<file path="src/rtl/bpu_pkg.sv">
// Shared types for the branch prediction unit: counter encoding, FSM states, counter update.
// Latency: n/a (types and pure functions only).
// Backpressure: n/a.
package bpu_pkg;

  // Opcode of conditional branches as seen in the EXE stage
  localparam logic [6:0] OP_BTYPE = 7'b1100011;

  // 2-bit saturating direction counter; bit 1 is the taken prediction
  typedef enum logic [1:0] {
    SNT = 2'b00,
    WNT = 2'b01,
    WT  = 2'b10,
    STK = 2'b11
  } ctr_t;

  // INIT walks the table clearing entries, RUN serves predictions
  typedef enum logic {
    INIT = 1'b0,
    RUN  = 1'b1
  } state_t;

  // Saturating step of the direction counter toward the resolved outcome
  function automatic ctr_t ctr_next(input ctr_t c, input logic taken);
    ctr_t n;
    n = c;
    case (c)
      SNT:     n = taken ? WNT : SNT;
      WNT:     n = taken ? WT  : SNT;
      WT:      n = taken ? STK : WNT;
      STK:     n = taken ? STK : WT;
      default: n = SNT;
    endcase
    return n;
  endfunction

endpackage

</file>
<file path="src/rtl/bpu_ctrl_if.sv">
// Bundle of IF-lookup, EXE-resolve and status signals between the pipeline and the BPU.
// Latency: n/a (wiring only).
// Backpressure: stalls travel on Istall/Dstall; the BPU never pushes back on the pipeline.
interface bpu_ctrl_if;
  // IF-stage lookup
  logic [31:0] pc_IF;
  logic        pred_taken_IF;
  logic [31:0] pred_target_IF;

  // EXE-stage resolution
  logic [6:0]  opcode_ID_EXE;
  logic [31:0] pc_EXE;
  logic [31:0] target_EXE;
  logic        jump_sel;
  logic        pred_taken_EXE;
  logic [31:0] pred_target_EXE;

  // Pipeline control
  logic        Istall;
  logic        Dstall;
  logic        flush_tbl;
  logic        ready;
  logic        flush;
  logic [31:0] redirect_pc;

  // Performance counters
  logic [31:0] br_cnt;
  logic [31:0] miss_cnt;

  // Pipeline side: drives lookups and resolutions, consumes predictions and flushes
  modport master (
    output pc_IF, opcode_ID_EXE, pc_EXE, target_EXE, jump_sel,
           pred_taken_EXE, pred_target_EXE, Istall, Dstall, flush_tbl,
    input  ready, pred_taken_IF, pred_target_IF, flush, redirect_pc,
           br_cnt, miss_cnt
  );

  // Predictor side
  modport slave (
    input  pc_IF, opcode_ID_EXE, pc_EXE, target_EXE, jump_sel,
           pred_taken_EXE, pred_target_EXE, Istall, Dstall, flush_tbl,
    output ready, pred_taken_IF, pred_target_IF, flush, redirect_pc,
           br_cnt, miss_cnt
  );
endinterface

</file>
<file path="src/rtl/bpu_table.sv">
// Direct-mapped prediction table: valid/tag/target/counter per entry, no reset on storage.
// Latency: lookup read is combinational; clear and update land on the next clk edge.
// Backpressure: none; INIT clears take priority over updates, which the controller gates anyway.
module bpu_table
  import bpu_pkg::*;
#(
  parameter int ENTRIES = 16,
  parameter int IDX_W   = 4,
  parameter int TAG_W   = 8
) (
  input  logic             clk,
  input  state_t           state,
  // lookup read port
  input  logic [IDX_W-1:0] rd_idx,
  output logic             rd_valid,
  output logic [TAG_W-1:0] rd_tag,
  output logic [31:0]      rd_target,
  output ctr_t             rd_ctr,
  // clear port, active while the FSM walks the table
  input  logic [IDX_W-1:0] clr_idx,
  // resolve update port, read-modify-write of the addressed entry
  input  logic             upd_en,
  input  logic [IDX_W-1:0] upd_idx,
  input  logic [TAG_W-1:0] upd_tag,
  input  logic [31:0]      upd_target,
  input  logic             upd_taken
);

  logic             valid_q  [ENTRIES];
  logic [TAG_W-1:0] tag_q    [ENTRIES];
  logic [31:0]      target_q [ENTRIES];
  ctr_t             ctr_q    [ENTRIES];

  logic clr_en;
  logic wr_upd;
  logic upd_hit;

  // Asynchronous lookup read; returns the pre-write entry when addresses collide
  always_comb begin
    rd_valid  = valid_q[rd_idx];
    rd_tag    = tag_q[rd_idx];
    rd_target = target_q[rd_idx];
    rd_ctr    = ctr_q[rd_idx];
  end

  // Write-port source select: the clear walker owns the port in INIT, resolves in RUN
  always_comb begin
    clr_en  = (state == INIT);
    wr_upd  = (state == RUN) && upd_en;
    upd_hit = valid_q[upd_idx] && (tag_q[upd_idx] == upd_tag);
  end

  // Single write port; tag/target are left stale on clear since valid=0 masks them
  always_ff @(posedge clk) begin
    if (clr_en) begin
      valid_q[clr_idx] <= 1'b0;
      ctr_q[clr_idx]   <= SNT;
    end else if (wr_upd) begin
      if (upd_hit) begin
        ctr_q[upd_idx] <= ctr_next(ctr_q[upd_idx], upd_taken);
        if (upd_taken) begin
          target_q[upd_idx] <= upd_target;
        end
      end else if (upd_taken) begin
        valid_q[upd_idx]  <= 1'b1;
        tag_q[upd_idx]    <= upd_tag;
        target_q[upd_idx] <= upd_target;
        ctr_q[upd_idx]    <= WT;
      end
    end
  end

endmodule

</file>
<file path="src/rtl/bpu_ctrl.sv">
// Branch predictor controller: table init walk, IF lookup, EXE resolve/update, mispredict flush.
// Latency: lookup and flush/redirect are combinational; table and counter updates land next edge.
// Backpressure: a stalled pipeline holds off resolution entirely; the init walk ignores stalls.
module bpu_ctrl
  import bpu_pkg::*;
#(
  parameter int ENTRIES = 16,
  parameter int IDX_W   = 4,
  parameter int TAG_W   = 8
) (
  input  logic         clk,
  input  logic         rst,
  bpu_ctrl_if.slave    bus
);

  state_t           state_q;
  state_t           state_d;
  logic [IDX_W-1:0] init_idx_q;
  logic [31:0]      br_cnt_q;
  logic [31:0]      miss_cnt_q;

  logic             ready;
  logic             stall;
  logic             res;
  logic             mp;
  logic             upd_en;

  logic [IDX_W-1:0] lk_idx;
  logic [TAG_W-1:0] lk_tag;
  logic [IDX_W-1:0] ex_idx;
  logic [TAG_W-1:0] ex_tag;

  logic             rd_valid;
  logic [TAG_W-1:0] rd_tag;
  logic [31:0]      rd_target;
  ctr_t             rd_ctr;
  logic             hit;

  // Upper and byte-offset PC bits play no part in indexing or tagging
  logic unused_pc_bits;
  assign unused_pc_bits = ^{bus.pc_IF[31:IDX_W+TAG_W+2], bus.pc_IF[1:0]};

  // FSM state register
  always_ff @(posedge clk or posedge rst) begin
    if (rst) state_q <= INIT;
    else     state_q <= state_d;
  end

  // FSM next state: soft flush restarts the walk, last cleared entry enters RUN
  always_comb begin
    state_d = state_q;
    if (bus.flush_tbl) begin
      state_d = INIT;
    end else if ((state_q == INIT) && (init_idx_q == IDX_W'(ENTRIES - 1))) begin
      state_d = RUN;
    end
  end

  // FSM outputs
  always_comb begin
    ready = (state_q == RUN);
  end

  // Init walker: one entry per cycle, restarted by a soft flush
  always_ff @(posedge clk or posedge rst) begin
    if (rst) begin
      init_idx_q <= '0;
    end else if (bus.flush_tbl) begin
      init_idx_q <= '0;
    end else if (state_q == INIT) begin
      init_idx_q <= init_idx_q + 1'b1;
    end
  end

  // Index/tag extraction for the fetch and execute PCs
  always_comb begin
    lk_idx = bus.pc_IF[IDX_W+1:2];
    lk_tag = bus.pc_IF[IDX_W+2 +: TAG_W];
    ex_idx = bus.pc_EXE[IDX_W+1:2];
    ex_tag = bus.pc_EXE[IDX_W+2 +: TAG_W];
  end

  // Resolve/mispredict detection; a flush fires in any state, table writes only in RUN
  always_comb begin
    stall  = bus.Istall | bus.Dstall;
    res    = (bus.opcode_ID_EXE == OP_BTYPE) && !stall;
    mp     = res && ((bus.jump_sel != bus.pred_taken_EXE) ||
                     (bus.jump_sel && bus.pred_taken_EXE &&
                      (bus.target_EXE != bus.pred_target_EXE)));
    upd_en = res && ready && !bus.flush_tbl;
  end

  // Prediction for the fetch PC; only a valid, tag-matching entry in RUN counts
  always_comb begin
    hit = ready && rd_valid && (rd_tag == lk_tag);
  end

  // Resolved-branch and mispredict counters; wrap naturally, survive soft flush
  always_ff @(posedge clk or posedge rst) begin
    if (rst) begin
      br_cnt_q   <= '0;
      miss_cnt_q <= '0;
    end else begin
      if (res) br_cnt_q   <= br_cnt_q + 32'd1;
      if (mp)  miss_cnt_q <= miss_cnt_q + 32'd1;
    end
  end

  bpu_table #(
    .ENTRIES (ENTRIES),
    .IDX_W   (IDX_W),
    .TAG_W   (TAG_W)
  ) u_table (
    .clk        (clk),
    .state      (state_q),
    .rd_idx     (lk_idx),
    .rd_valid   (rd_valid),
    .rd_tag     (rd_tag),
    .rd_target  (rd_target),
    .rd_ctr     (rd_ctr),
    .clr_idx    (init_idx_q),
    .upd_en     (upd_en),
    .upd_idx    (ex_idx),
    .upd_tag    (ex_tag),
    .upd_target (bus.target_EXE),
    .upd_taken  (bus.jump_sel)
  );

  assign bus.ready          = ready;
  assign bus.pred_taken_IF  = hit & rd_ctr[1];
  assign bus.pred_target_IF = hit ? rd_target : 32'd0;
  assign bus.flush          = mp;
  assign bus.redirect_pc    = !mp ? 32'd0 :
                              (bus.jump_sel ? bus.target_EXE : bus.pc_EXE + 32'd4);
  assign bus.br_cnt         = br_cnt_q;
  assign bus.miss_cnt       = miss_cnt_q;

endmodule

</file>
<file path="src/flat_wrapper.sv">
// flat-port wrapper written by rule: the top's interface ports become plain ports
module bpu_ctrl_flat import bpu_pkg::*;
#(
  parameter int ENTRIES = 16,
  parameter int IDX_W   = 4,
  parameter int TAG_W   = 8
)
  (clk, rst, bus_pc_IF, bus_opcode_ID_EXE, bus_pc_EXE, bus_target_EXE, bus_jump_sel, bus_pred_taken_EXE, bus_pred_target_EXE, bus_Istall, bus_Dstall, bus_flush_tbl, bus_ready, bus_pred_taken_IF, bus_pred_target_IF, bus_flush, bus_redirect_pc, bus_br_cnt, bus_miss_cnt);
  bpu_ctrl_if bus_i ();
  input  logic clk;
  input  logic rst;
  input wire logic [$bits(bus_i.pc_IF)-1:0] bus_pc_IF;
  input wire logic [$bits(bus_i.opcode_ID_EXE)-1:0] bus_opcode_ID_EXE;
  input wire logic [$bits(bus_i.pc_EXE)-1:0] bus_pc_EXE;
  input wire logic [$bits(bus_i.target_EXE)-1:0] bus_target_EXE;
  input wire logic [$bits(bus_i.jump_sel)-1:0] bus_jump_sel;
  input wire logic [$bits(bus_i.pred_taken_EXE)-1:0] bus_pred_taken_EXE;
  input wire logic [$bits(bus_i.pred_target_EXE)-1:0] bus_pred_target_EXE;
  input wire logic [$bits(bus_i.Istall)-1:0] bus_Istall;
  input wire logic [$bits(bus_i.Dstall)-1:0] bus_Dstall;
  input wire logic [$bits(bus_i.flush_tbl)-1:0] bus_flush_tbl;
  output wire logic [$bits(bus_i.ready)-1:0] bus_ready;
  output wire logic [$bits(bus_i.pred_taken_IF)-1:0] bus_pred_taken_IF;
  output wire logic [$bits(bus_i.pred_target_IF)-1:0] bus_pred_target_IF;
  output wire logic [$bits(bus_i.flush)-1:0] bus_flush;
  output wire logic [$bits(bus_i.redirect_pc)-1:0] bus_redirect_pc;
  output wire logic [$bits(bus_i.br_cnt)-1:0] bus_br_cnt;
  output wire logic [$bits(bus_i.miss_cnt)-1:0] bus_miss_cnt;
  assign bus_i.pc_IF = bus_pc_IF;
  assign bus_i.opcode_ID_EXE = bus_opcode_ID_EXE;
  assign bus_i.pc_EXE = bus_pc_EXE;
  assign bus_i.target_EXE = bus_target_EXE;
  assign bus_i.jump_sel = bus_jump_sel;
  assign bus_i.pred_taken_EXE = bus_pred_taken_EXE;
  assign bus_i.pred_target_EXE = bus_pred_target_EXE;
  assign bus_i.Istall = bus_Istall;
  assign bus_i.Dstall = bus_Dstall;
  assign bus_i.flush_tbl = bus_flush_tbl;
  assign bus_ready = bus_i.ready;
  assign bus_pred_taken_IF = bus_i.pred_taken_IF;
  assign bus_pred_target_IF = bus_i.pred_target_IF;
  assign bus_flush = bus_i.flush;
  assign bus_redirect_pc = bus_i.redirect_pc;
  assign bus_br_cnt = bus_i.br_cnt;
  assign bus_miss_cnt = bus_i.miss_cnt;
  bpu_ctrl #(.ENTRIES(ENTRIES), .IDX_W(IDX_W), .TAG_W(TAG_W)) u_core (.clk(clk), .rst(rst), .bus(bus_i));
endmodule
</file>
<file path="config.mk">
export PLATFORM = sky130hd
export DESIGN_NAME = bpu_ctrl_flat
export DESIGN_NICKNAME = d
export VERILOG_FILES = /design/src/rtl/bpu_pkg.sv /design/src/rtl/bpu_ctrl_if.sv /design/src/rtl/bpu_table.sv /design/src/rtl/bpu_ctrl.sv /design/src/flat_wrapper.sv
export SDC_FILE = /design/constraint.sdc
export NUM_CORES = 1
export LEC_CHECK = 0
export CAP_MARGIN = 20
export CORE_ASPECT_RATIO = 0.6
export CORE_UTILIZATION = 50
export CTS_CLUSTER_SIZE = 12
export DETAILED_ROUTE_END_ITERATION = 10
export GPL_TIMING_DRIVEN = 0
export PLACE_DENSITY = 0.78
export SETUP_SLACK_MARGIN = 0.1
export SLEW_MARGIN = 20
export SYNTH_ARGS = -nofsm -noshare
export SYNTH_HDL_FRONTEND = slang
export SYNTH_SLANG_ARGS = --single-unit
export TNS_END_PERCENT = 30
</file>
<file path="constraint.sdc">
create_clock -name clk -period 4.45 [get_ports clk]
set_input_delay 0.6675 -clock clk [delete_from_list [all_inputs] [get_ports clk]]
set_output_delay 0.6675 -clock clk [all_outputs]
set_load 0.03 [all_outputs]
</file>
# After elaboration in Yosys (flattened, before gate mapping)
# Memory sizes are Yosys's and may differ from the RTL's.
# Index checks and enable logic that the tools add are counted.
dict set report totals {
  register_bits 69
  latchBits 0
  ramBits 688
  mem_bits_ro 0
  in_bits 142
  output_inout_bits 131
  wordCells 82
  memories 4
}
dict set report op_classes {
  addsub 4
  multipliers 0
  div_mod_pow 0
  order_cmp 0
  eq_ne 10
  shift 0
  muxes 37
  n_bitwise 5
  n_reduce_logical 18
}
# name words width read_ports rd_clocked_by_memory_dff write_ports line
set mem_list {}
lappend mem_list {u_core.u_table.target_q 16 32 1 0 1 bpu_table.sv:31} ;# logic [31:0] target_q [ENTRIES];
lappend mem_list {u_core.u_table.tag_q 16 8 2 0 1 bpu_table.sv:30} ;# logic [TAG_W-1:0] tag_q [ENTRIES];
lappend mem_list {u_core.u_table.ctr_q 16 2 2 0 1 bpu_table.sv:32} ;# ctr_t ctr_q [ENTRIES];
lappend mem_list {u_core.u_table.valid_q 16 1 2 0 1 bpu_table.sv:29} ;# logic valid_q [ENTRIES];
# op count
set ops {}
lappend ops {{32-bit two-way mux} 4}
lappend ops {{32-bit by 1-bit adder with 32-bit output, second input constant} 2}
lappend ops {{32-bit by 3-bit adder with 32-bit output, second input constant} 1}
lappend ops {{32-bit != test} 1}
lappend ops {{1-bit two-way mux} 21}
lappend ops {{8-bit equality test} 2}
lappend ops {{4-bit two-way mux} 4}
lappend ops {{2-bit two-way mux} 7}
lappend ops {{1-bit logical AND} 11}
lappend ops {{2-bit case mux with 4 select lines} 1}
lappend ops {{7-bit equality test, second input constant} 1}
lappend ops {{4-bit by 1-bit adder with 4-bit output, second input constant} 1}
lappend ops {{2-bit equality test, second input constant} 2}
lappend ops {{4-bit equality test, second input constant} 1}
lappend ops {{1-bit OR} 3}
lappend ops {{2-bit by 1-bit equality test with 1-bit output, second input constant} 1}
lappend ops {{1-bit zero test} 2}
lappend ops {{2-bit zero test} 1}
lappend ops {{2-bit != test, second input constant} 1}
lappend ops {{2-bit nonzero test} 1}
lappend ops {{2-bit OR reduction} 1}
lappend ops {{1-bit bitwise AND} 1}
lappend ops {{1-bit logical OR} 1}
lappend ops {{1-bit != test} 1}
lappend ops {{other kinds (2)} 2}

# Depth between registers and ports, before layout
# Gate-level depths: netlist of run 1.
dict set report logic_depth {
  ltp_word 12
  ltp_mapped 14
  ltp_nobuf 9
}

# Modules after synthesis
# From an unflattened synthesis of run 1, not the netlist that was laid out.
dict set report unflattened {
  hier_cells 1838
  area_unflattened_um2 33149.3
}
# mod n_inst cells_each area_per_inst_um2 seq_area_each_um2
set modules_own_cells {}
lappend modules_own_cells {bpu_table 1 1279 28225.8 20659.8}
lappend modules_own_cells {bpu_ctrl 1 559 4923.5 1726.7}

# Least setup slack after synthesis of run 1
# No wires, ideal clock.
dict set report synth_path {
  path_kind {input -> output}
  from {in bus_pc_IF[2]}
  to {out bus_pred_target_IF[10]}
  arrival_ps 3508
  required_ps 3783
  setup_slack_ps 275
  path_stages 9
  path_buffers 3
  path_cell_list {clkbuf_1 -> buf_2 -> mux4_2 -> mux4_2 -> xor2_1 -> nor4_1 -> nand3_1 -> clkbuf_1 -> nor2b_1}
}
dict set report synth_via {
  elab_chain_cells 4
  word_cells_on_any_way 7
  cone_classes {1 x eq/ne; 1 x mux; 2 x reduce/logical; 3 x memory}
}
# item line
set synth_lines {}
lappend synth_lines {{start, declared} flat_wrapper.sv:12} ;# input wire logic [$bits(bus_i.pc_IF)-1:0] bus_pc_IF;
lappend synth_lines {{memory 16 x 8 bit / memory 16 x 1 bit (equally long branches)} n/a}
lappend synth_lines {{8-bit equality test / 1-bit logical AND (equally long branches)} bpu_ctrl.sv:95} ;# hit = ready && rd_valid && (rd_tag == lk_tag);
lappend synth_lines {{1-bit logical AND} bpu_ctrl.sv:95}
lappend synth_lines {{32-bit two-way mux (*)} bpu_ctrl.sv:131} ;# assign bus.pred_target_IF = hit ? rd_target : 32'd0;
lappend synth_lines {{end, declared} flat_wrapper.sv:24} ;# output wire logic [$bits(bus_i.pred_target_IF)-1:0] bus_pred_target_IF;
# Every way passes the cells marked *; elsewhere a longest branch is shown, timed or not.

# Worst setup path in the final report of run 1
dict set report layout_path {
  from {in bus_target_EXE[24]}
  to {out bus_redirect_pc[8]}
}
dict set report layout_via {
  elab_chain_cells 5
}
# item line
set layout_lines {}
lappend layout_lines {{start, declared} flat_wrapper.sv:15} ;# input wire logic [$bits(bus_i.target_EXE)-1:0] bus_target_EXE;
lappend layout_lines {{32-bit != test} bpu_ctrl.sv:89} ;# (bus.target_EXE != bus.pred_target_EXE)));
lappend layout_lines {{1-bit logical AND} bpu_ctrl.sv:88} ;# (bus.jump_sel && bus.pred_taken_EXE &&
lappend layout_lines {{1-bit logical OR} bpu_ctrl.sv:87} ;# mp = res && ((bus.jump_sel != bus.pred_taken_EXE) ||
lappend layout_lines {{1-bit logical AND} bpu_ctrl.sv:87}
lappend layout_lines {{32-bit two-way mux} bpu_ctrl.sv:133} ;# assign bus.redirect_pc = !mp ? 32'd0 :
lappend layout_lines {{end, declared} flat_wrapper.sv:26} ;# output wire logic [$bits(bus_i.redirect_pc)-1:0] bus_redirect_pc;
# Every way passes these cells.

==> PnR_summary.wiki, run 1 <==
{| class="wikitable"
! Metric !! Value
|-
| Post-synth top area cell || edfxtp_1
|-
| Placeable Area || 64,500 um^2
|-
| Routed wire per std cell || 30.07 um
|-
| Flop and latch count out of synthesis || 757
|-
| Average cell area after synthesis || 18.41 um^2
|-
| Mapped Area || 32,650 um^2
|-
| Data arrival time at the worst-slack endpoint || 3.63 ns
|-
| Leading post-synthesis cells by instance count || edfxtp_1, mux4_2, nor2_1
|-
| Number of buffers on the longest clock path || 3
|-
| I/O pin cnt || 273
|-
| Cell with the biggest individual delay on the critical path || dlygate4sd2_1
|-
| Placed wire-length estimate || 60,490 um
|-
| Min-delay worst type || in -> async
|-
| Outcome || complete, no violations
|-
| Largest net degree at the start of global routing || 50
|-
| First-pass iteration count of the detailed router || 8
|-
| Maximum frequency from static timing analysis || 232.7 MHz
|-
| Unrepaired setup endpoints after global routing || true
|-
| Overall Global Routing Usage || 0.2748
|-
| Port Buffers || 250
|-
| Async set-or-reset flop fraction in the synthesized netlist || 0.09115
|-
| Die Span X || 331.9 um
|-
| Number of antenna violations at the first check in global routing || 10
|-
| Type of destination of the critical path || output port
|-
| Startpoint kind of the worst setup timing path || primary input
|-
| Vias in the first global route || 19,070
|-
| Detail-routed via count per cell || 6.438
|-
| Synthesized net count || 1,924
|-
| Clock tree from TritonCTS || yes
|-
| Cell breakdown of the critical path || dlygate4sd2_1 -> xnor2_1 -> nand4_1 -> nor4_4 -> a21boi_1 -> o21ai_2 -> clkbuf_8 -> clkbuf_4 -> nor2_1 -> dlygate4sd2_1
|-
| Share of post-route cells with drive strength above 1 || 0.2617
|-
| Endpoints failing hold || 0
|-
| Max Fanout on Critical Path || 18
|-
| Clock transition at the registers of the reported paths || 0.06 ns
|-
| Met2 Resource Use GR || 0.3958
|-
| Actual slew at the worst max-slew pin || 0.9795 ns
|-
| Leading cell type by number of instances after synthesis || edfxtp_1
|-
| Worst R2R End || u_core.u_table.tag_q[11][1]
|-
| EDFF count, synth || 688
|-
| Area fraction of the dominant cell type after synthesis || 0.6327
|-
| Total setup violations reported at the end of the flow || 0
|-
| Number of design-rule violations left by the first detailed-router iteration || 2,912
|-
| Cell area power density || 370.8 nW/um^2
|-
| Cts hold-fix bufs || 0
|-
| Antenna viol nets, final || 0
|-
| GR met1 Demand/Resource || 0.3944
|-
| Layout Nets || 2,282
|-
| Clock latency reported for the late side of the worst-skew pair || 0.63 ns
|-
| Setup slack, reg-to-reg || 0.65 ns
|-
| Number of rows in the core area || 72
|-
| Vias after detailed routing || 19,430
|-
| Initial Utilization || 0.5062
|-
| Area enclosed by the die boundary || 66,370 um^2
|-
| Top post-synthesis cells by area || edfxtp_1, mux4_2, dfrtp_1
|-
| Type of the setup path with the least slack || in -> out
|-
| Wire length reported by the detailed router || 90,770 um
|-
| CP max stage delay || 0.66 ns
|-
| Number of inserted filler cells in the final layout || 4,557
|-
| Global routing's busiest layer || met2
|-
| Worst slew margin || 0.3470
|-
| Cell area after layout || 39,140 um^2
|-
| End point of the critical path || bus_redirect_pc[8]
|-
| Count of different cell masters after synthesis || 55
|-
| Final critical-path share of the clock period || 0.9656
|-
| Number of warnings reported in the yosys synthesis log || 0
|-
| Relative area change from synthesis to final layout || 19.85%
|-
| Fin Clk Skew || 0.02014 ns
|-
| Total number of clock tree sinks || 757
|-
| Worst r2r path cells || 9
|-
| Area of placed instances || 36,640 um^2
|-
| Chip height || 200.0 um
|-
| GP Congestion || 0.9622
|-
| Static power due to leakage || 13.35 nW
|-
| MaxCap Viol Count || 0
|-
| Synth Flop Type || edfxtp_1
|-
| Critical Path Source || bus_target_EXE[24]
|-
| Overflow left after global routing || 0
|-
| Synthesized instance count || 1,774
|-
| Total DRC errors in the routed layout || 0
|-
| Final Critical Period || 4.297 ns
|-
| Number of levels the H-tree was split into || 3
|-
| First-pass GRT wire length || 129,200 um
|-
| Number of buffers created by CTS || 74
|-
| Cell with the most instances on the worst path || dlygate4sd2_1
|-
| Source of the worst register-to-register timing path || u_core.u_table.tag_q[13][1]
|-
| Sequential cell area fraction in the yosys report || 0.6856
|-
| Met3 global-route usage || 0.09641
|-
| Total chip power || 14.51 mW
|-
| Data required time of the critical path || 3.78 ns
|-
| Buffer type at the clock tree root || clkbuf_16
|-
| Final count of pins violating max slew || 0
|-
| Maximum vdd ir drop || 0.0002949 V
|}
-- how the worst min path moves through the flow --
| stage | slack [ns] | cells past startpoint | end | from |
|---|---|---|---|---|
| after floorplan | 0.57 | 2 | u_core.init_idx_q[1] | u_core.init_idx_q[1] |
| after global placement | 0.46 | 1 | u_core.bus.br_cnt[31] | u_core.bus.br_cnt[31] |
| after detailed placement | 0.47 | 1 | u_core.bus.miss_cnt[31] | u_core.bus.miss_cnt[31] |
| after CTS | 0.30 | 2 | u_core.bus.miss_cnt[27] | rst |
| after global routing | 0.35 | 2 | u_core.bus.miss_cnt[28] | rst |
| final | 0.35 | 2 | u_core.bus.miss_cnt[27] | rst |
-- stage by stage --
stage | worst slack, ns | hold slack [ns] | instances | utilization | setup TNS (ns)
2_1_floorplan | 0.2748 | 0.5660 | 1774 | - | 0
3_3_place_gp | -2.581 | 0.4606 | 2875 | 0.5616 | -749.21
3_5_place_dp | -2.240 | 0.4672 | 2892 | 0.5680 | -327.80
4_1_cts | 0.08519 | 0.3043 | 3008 | 0.6057 | 0
5_1_grt | 0.02469 | 0.3536 | 3016 | 0.6067 | 0
6_report | 0.1530 | 0.3483 | 3018 | 0.6067 | 0
-- cells in the final DEF, fill, tap and decap left out, drive strengths merged, types with 8 or more instances in the layout --
cell type      synthesis  routed
xnor2                 92      92
nand3                 43      43
nor2b                 40      40
nand4                 30      30
edfxtp               688     688
mux4                 250     250
and2                  13      13
clkbuf                61     175
clkdlybuf4s50          0     141
nor2                  93      93
inv                   19      20
dlygate4sd2            0      36
dfrtp                 69      69
nor3                  10      10
ha                     8       8
o31ai                 11      11
nand2                 81      81
clkdlybuf4s15          0      24
mux2i                 21      21
buf                   33      95
o21ai                 21      21
xor2                  48      48
a21oi                 26      26
and3                  49      49
-- routing by layer --
metal | up-vias | share of wire
met5 | - | 0.0011
met4 | 10 | 0.029
met3 | 188 | 0.13
met2 | 1341 | 0.43
met1 | 10040 | 0.40
li1 | 7847 | -
-- critical path: cells and delay by family --
family	cells	cell delay, ns
buffers and inverters	4	1.53
AND/OR/NAND/NOR	3	0.86
AO/OA/AOI/OAI	2	0.35
XOR/XNOR	1	0.21
-- registers in the layout (all words and copies together), names as in the netlist --
signal and count:
u_core.u_table.target_q 512, u_core.bus.br_cnt 32, u_core.init_idx_q 4, u_core.u_table.tag_q 128, u_core.bus.miss_cnt 32, u_core.bus.ready 1, u_core.u_table.ctr_q 32, u_core.u_table.valid_q 16
-- layout make-up --
type | instances | area (um^2) | area share
clock buffer | 101 | 2026 | 0.05176
buffer | 94 | 655.6 | 0.01675
sequential | 757 | 22390 | 0.5720
inverter | 20 | 77.57 | 0.001982
timing repair buffer | 282 | 2791 | 0.07133
tap | 851 | 1065 | 0.02721
clock inverter | 6 | 81.33 | 0.002078
multi-input combinational | 903 | 10040 | 0.2566
antenna | 4 | 10.01 | 0.0002558
-- cells by family (layout without fill, tap and decap cells) --
group	Yosys count	count (layout)	synth area share
simple gates	391	391	0.06119
other cells	0	4	0
buf+inv	114	503	0.01506
mux	275	275	0.1802
compound gates	89	89	0.01732
fa+ha+maj	8	8	0.003065
xor+xnor	140	140	0.03755
flops	757	757	0.6856
-- what timing repair did --
item                                    CTS  global route
endpoints found under the setup margin  241           169
buffers inserted                          9             5
pin swaps                                11             8
gates resized for setup                 391           107
-- report_power, final --
part	internal [mW]	switching (mW)	total (mW)
logic	0.443	0.558	1.00
clock network	3.16	2.57	5.74
registers	7.76	0.00941	7.77
Note: power is estimated with default switching activity, not from simulation.
==> inputs of run 2 (changes only) <==
Settings changed: HOLD_SLACK_MARGIN set to 0.1, SLEW_MARGIN 20 to not set.
==> run 2 against run 1 <==
Effect of this change: global-route usage increased by 0.24 points; largest power group unchanged; sequential share of layout area about the same; critical path depth increased by 2; clock power increased by 2%; clock skew increased by 0.0065 ns; hold slack improved by 0.10 ns; clock-buffer cell count unchanged; worst setup slack got worse by 0.051 ns.
==> PnR_summary.wiki, run 2 (synthesized netlist as in run 1, its figures left out) <==
{| class="wikitable"
! Metric !! Value
|-
| Largest net degree at the start of global routing || 42 (was 50)
|-
| Routed wire per std cell || 30.32 um (was 30.07 um)
|-
| Source of the worst register-to-register timing path || u_core.u_table.tag_q[7][1] (was u_core.u_table.tag_q[13][1])
|-
| Register containing the most flip-flops in the final layout || u_core.u_table.target_q (unchanged)
|-
| Vias after detailed routing || 19,430 (about the same)
|-
| Min-delay worst type || in -> async (unchanged)
|-
| Type of the setup path with the least slack || in -> out (unchanged)
|-
| Most common cell after layout, fill and taps aside || edfxtp_1 (unchanged)
|-
| Detail-routed via count per cell || 6.442 (was 6.438)
|-
| Worst r2r path cells || 9 (unchanged)
|-
| Outcome || complete, no violations (unchanged)
|-
| Setup slack, reg-to-reg || 0.65 ns (about the same)
|-
| Static power due to leakage || 13.33 nW (was 13.35 nW)
|-
| Count of placed standard cells in the final layout, fillers left out || 3,016 (was 3,018)
|-
| Layout Nets || 2,279 (was 2,282)
|-
| Number of buffers on the longest clock path || 3 (unchanged)
|-
| Inst Count DP || 2,894 (was 2,892)
|-
| Clock transition at the registers of the reported paths || 0.06 ns (about the same)
|-
| Number of rows in the core area || 72 (unchanged)
|-
| Unrepaired setup endpoints after global routing || true (unchanged)
|-
| Final hold slack || 0.4509 ns (was 0.3483 ns)
|-
| Final core utilization || 0.6070 (was 0.6067)
|-
| Overflow left after global routing || 0 (unchanged)
|-
| Data required time of the critical path || 3.78 ns (about the same)
|-
| Maximum vdd ir drop || 0.0002647 V (was 0.0002949 V)
|-
| Setup TNS Final || 0 ns (unchanged)
|-
| Buffer type at the clock tree root || clkbuf_16 (unchanged)
|-
| First-pass iteration count of the detailed router || 6 (was 8)
|-
| Total setup violations reported at the end of the flow || 0 (unchanged)
|-
| Wire length reported by the detailed router || 91,450 um (was 90,770 um)
|-
| Vias in the first global route || 19,300 (was 19,070)
|-
| DP Worst Slack || -2.071 ns (was -2.240 ns)
|-
| Setup WS post-layout || 0.1016 ns (was 0.1530 ns)
|-
| Endpoints failing hold || 0 (unchanged)
|-
| Final Critical Period || 4.348 ns (was 4.297 ns)
|-
| Die Span X || 331.9 um (unchanged)
|-
| GP Congestion || 0.9622 (unchanged)
|-
| Worst R2R End || u_core.u_table.tag_q[8][0] (was u_core.u_table.tag_q[11][1])
|-
| Number of levels the H-tree was split into || 3 (unchanged)
|-
| Fin Clk Skew || 0.02667 ns (was 0.02014 ns)
|-
| Total chip power || 14.62 mW (was 14.51 mW)
|-
| I/O pin cnt || 273 (unchanged)
|-
| Clock tree from TritonCTS || yes (unchanged)
|-
| Final count of pins violating max slew || 0 (unchanged)
|-
| Area enclosed by the die boundary || 66,370 um^2 (unchanged)
|-
| Share of post-route cells with drive strength above 1 || 0.2683 (was 0.2617)
|-
| Relative area change from synthesis to final layout || 19.90% (was 19.85%)
|-
| Clock latency reported for the late side of the worst-skew pair || 0.64 ns (was 0.63 ns)
|-
| Final critical-path share of the clock period || 0.9772 (was 0.9656)
|-
| Port Buffers || 250 (unchanged)
|-
| Cell area after layout || 39,150 um^2 (was 39,140 um^2)
|-
| Cell area power density || 373.5 nW/um^2 (was 370.8 nW/um^2)
|-
| Startpoint kind of the worst setup timing path || primary input (unchanged)
|-
| Initial Utilization || 0.5062 (unchanged)
|-
| Placeable Area || 64,500 um^2 (unchanged)
|-
| Worst slew margin || 0.3067 (was 0.3470)
|-
| First-pass GRT wire length || 130,500 um (was 129,200 um)
|-
| Total number of clock tree sinks || 757 (unchanged)
|-
| Area of placed instances || 36,640 um^2 (about the same)
|-
| Top flop regs || u_core.u_table.target_q (512), u_core.u_table.tag_q (128) (unchanged)
|-
| Number of buffers created by CTS || 75 (was 74)
|-
| Overall Global Routing Usage || 0.2772 (was 0.2748)
|-
| Total DRC errors in the routed layout || 0 (unchanged)
|-
| MaxCap Viol Count || 0 (unchanged)
|-
| Antenna viol nets, final || 0 (unchanged)
|-
| Type of destination of the critical path || output port (unchanged)
|-
| Number of antenna violations at the first check in global routing || 5 (was 10)
|-
| Flip-flop count of the largest register after layout || 512 (unchanged)
|-
| Placed wire-length estimate || 60,370 um (was 60,490 um)
|-
| Chip height || 200.0 um (unchanged)
|-
| Number of design-rule violations left by the first detailed-router iteration || 3,028 (was 2,912)
|-
| Max Fanout on Critical Path || 10 (was 18)
|-
| Most frequent cells in the layout || edfxtp_1, mux4_2, clkdlybuf4s50_1, xnor2_1, nor2_1 (unchanged)
|-
| Actual slew at the worst max-slew pin || 1.040 ns (was 0.9795 ns)
|-
| Data arrival time at the worst-slack endpoint || 3.68 ns (was 3.63 ns)
|-
| Maximum frequency from static timing analysis || 230.0 MHz (was 232.7 MHz)
|}
## run 2: power by group
part	internal (mW)	switching, mW
clock	3.24	2.60
sequential	7.76	0.00912
combinational	0.442	0.560
total	11.4	3.17
## run 2: layout make-up
type                    instances  area (um^2)
flip-flops and latches        757        22390
clock inverters                 9        120.1
well taps                     851         1065
repair buffers                278         2768
fillers                      4549        25350
plain buffers                  94        650.6
clock buffers                 101         2037
diodes                          3        7.507
inverters                      20        75.07
multi-input cells             903        10040
## run 2: timing repair
item | in CTS | in global routing
gates resized for setup | 412 | 121
buffers inserted | 7 | 1
endpoints found under the setup margin | 264 | 170
pin swaps | 11 | 5
cloned | 0 | 0
hold buffers | 0 | 0
## run 2: how the worst max path moves through the flow
| stage | from | endpoint | slack (ns) | cells after the start |
|---|---|---|---|---|
| 5_1_grt | bus_pc_EXE[5] | bus_redirect_pc[30] | -0.00005 | 12 |
| 3_5_place_dp | bus_target_EXE[10] | bus_redirect_pc[5] | -2.07 | 10 |
| 3_3_place_gp | bus_target_EXE[4] | bus_redirect_pc[5] | -2.58 | 10 |
| 4_1_cts | bus_pc_IF[2] | bus_pred_target_IF[12] | 0.03 | 11 |
| 2_1_floorplan | bus_pc_IF[2] | bus_pred_target_IF[10] | 0.27 | 9 |
| 6_report | bus_pc_EXE[5] | bus_redirect_pc[30] | 0.10 | 12 |
## run 2: layer usage
layer  GRT usage  up-vias  part of all wire
met5           0        -           0.00042
met1      0.3829     9957              0.39
met4     0.08145        6             0.025
met3      0.1119      157              0.15
li1            -     7834                 -
met2      0.4081     1474              0.44
## run 2: critical path, stage by stage
cell	delay, ns
clkdlybuf4s50_1	0.52
clkbuf_4	0.26
and2_1	0.22
clkbuf_4	0.26
nand2_4	0.16
nor3_4	0.35
and2_1	0.23
and3_1	0.21
nand2_1	0.08
xor2_1	0.14
a211oi_1	0.23
clkdlybuf4s15_2	0.33
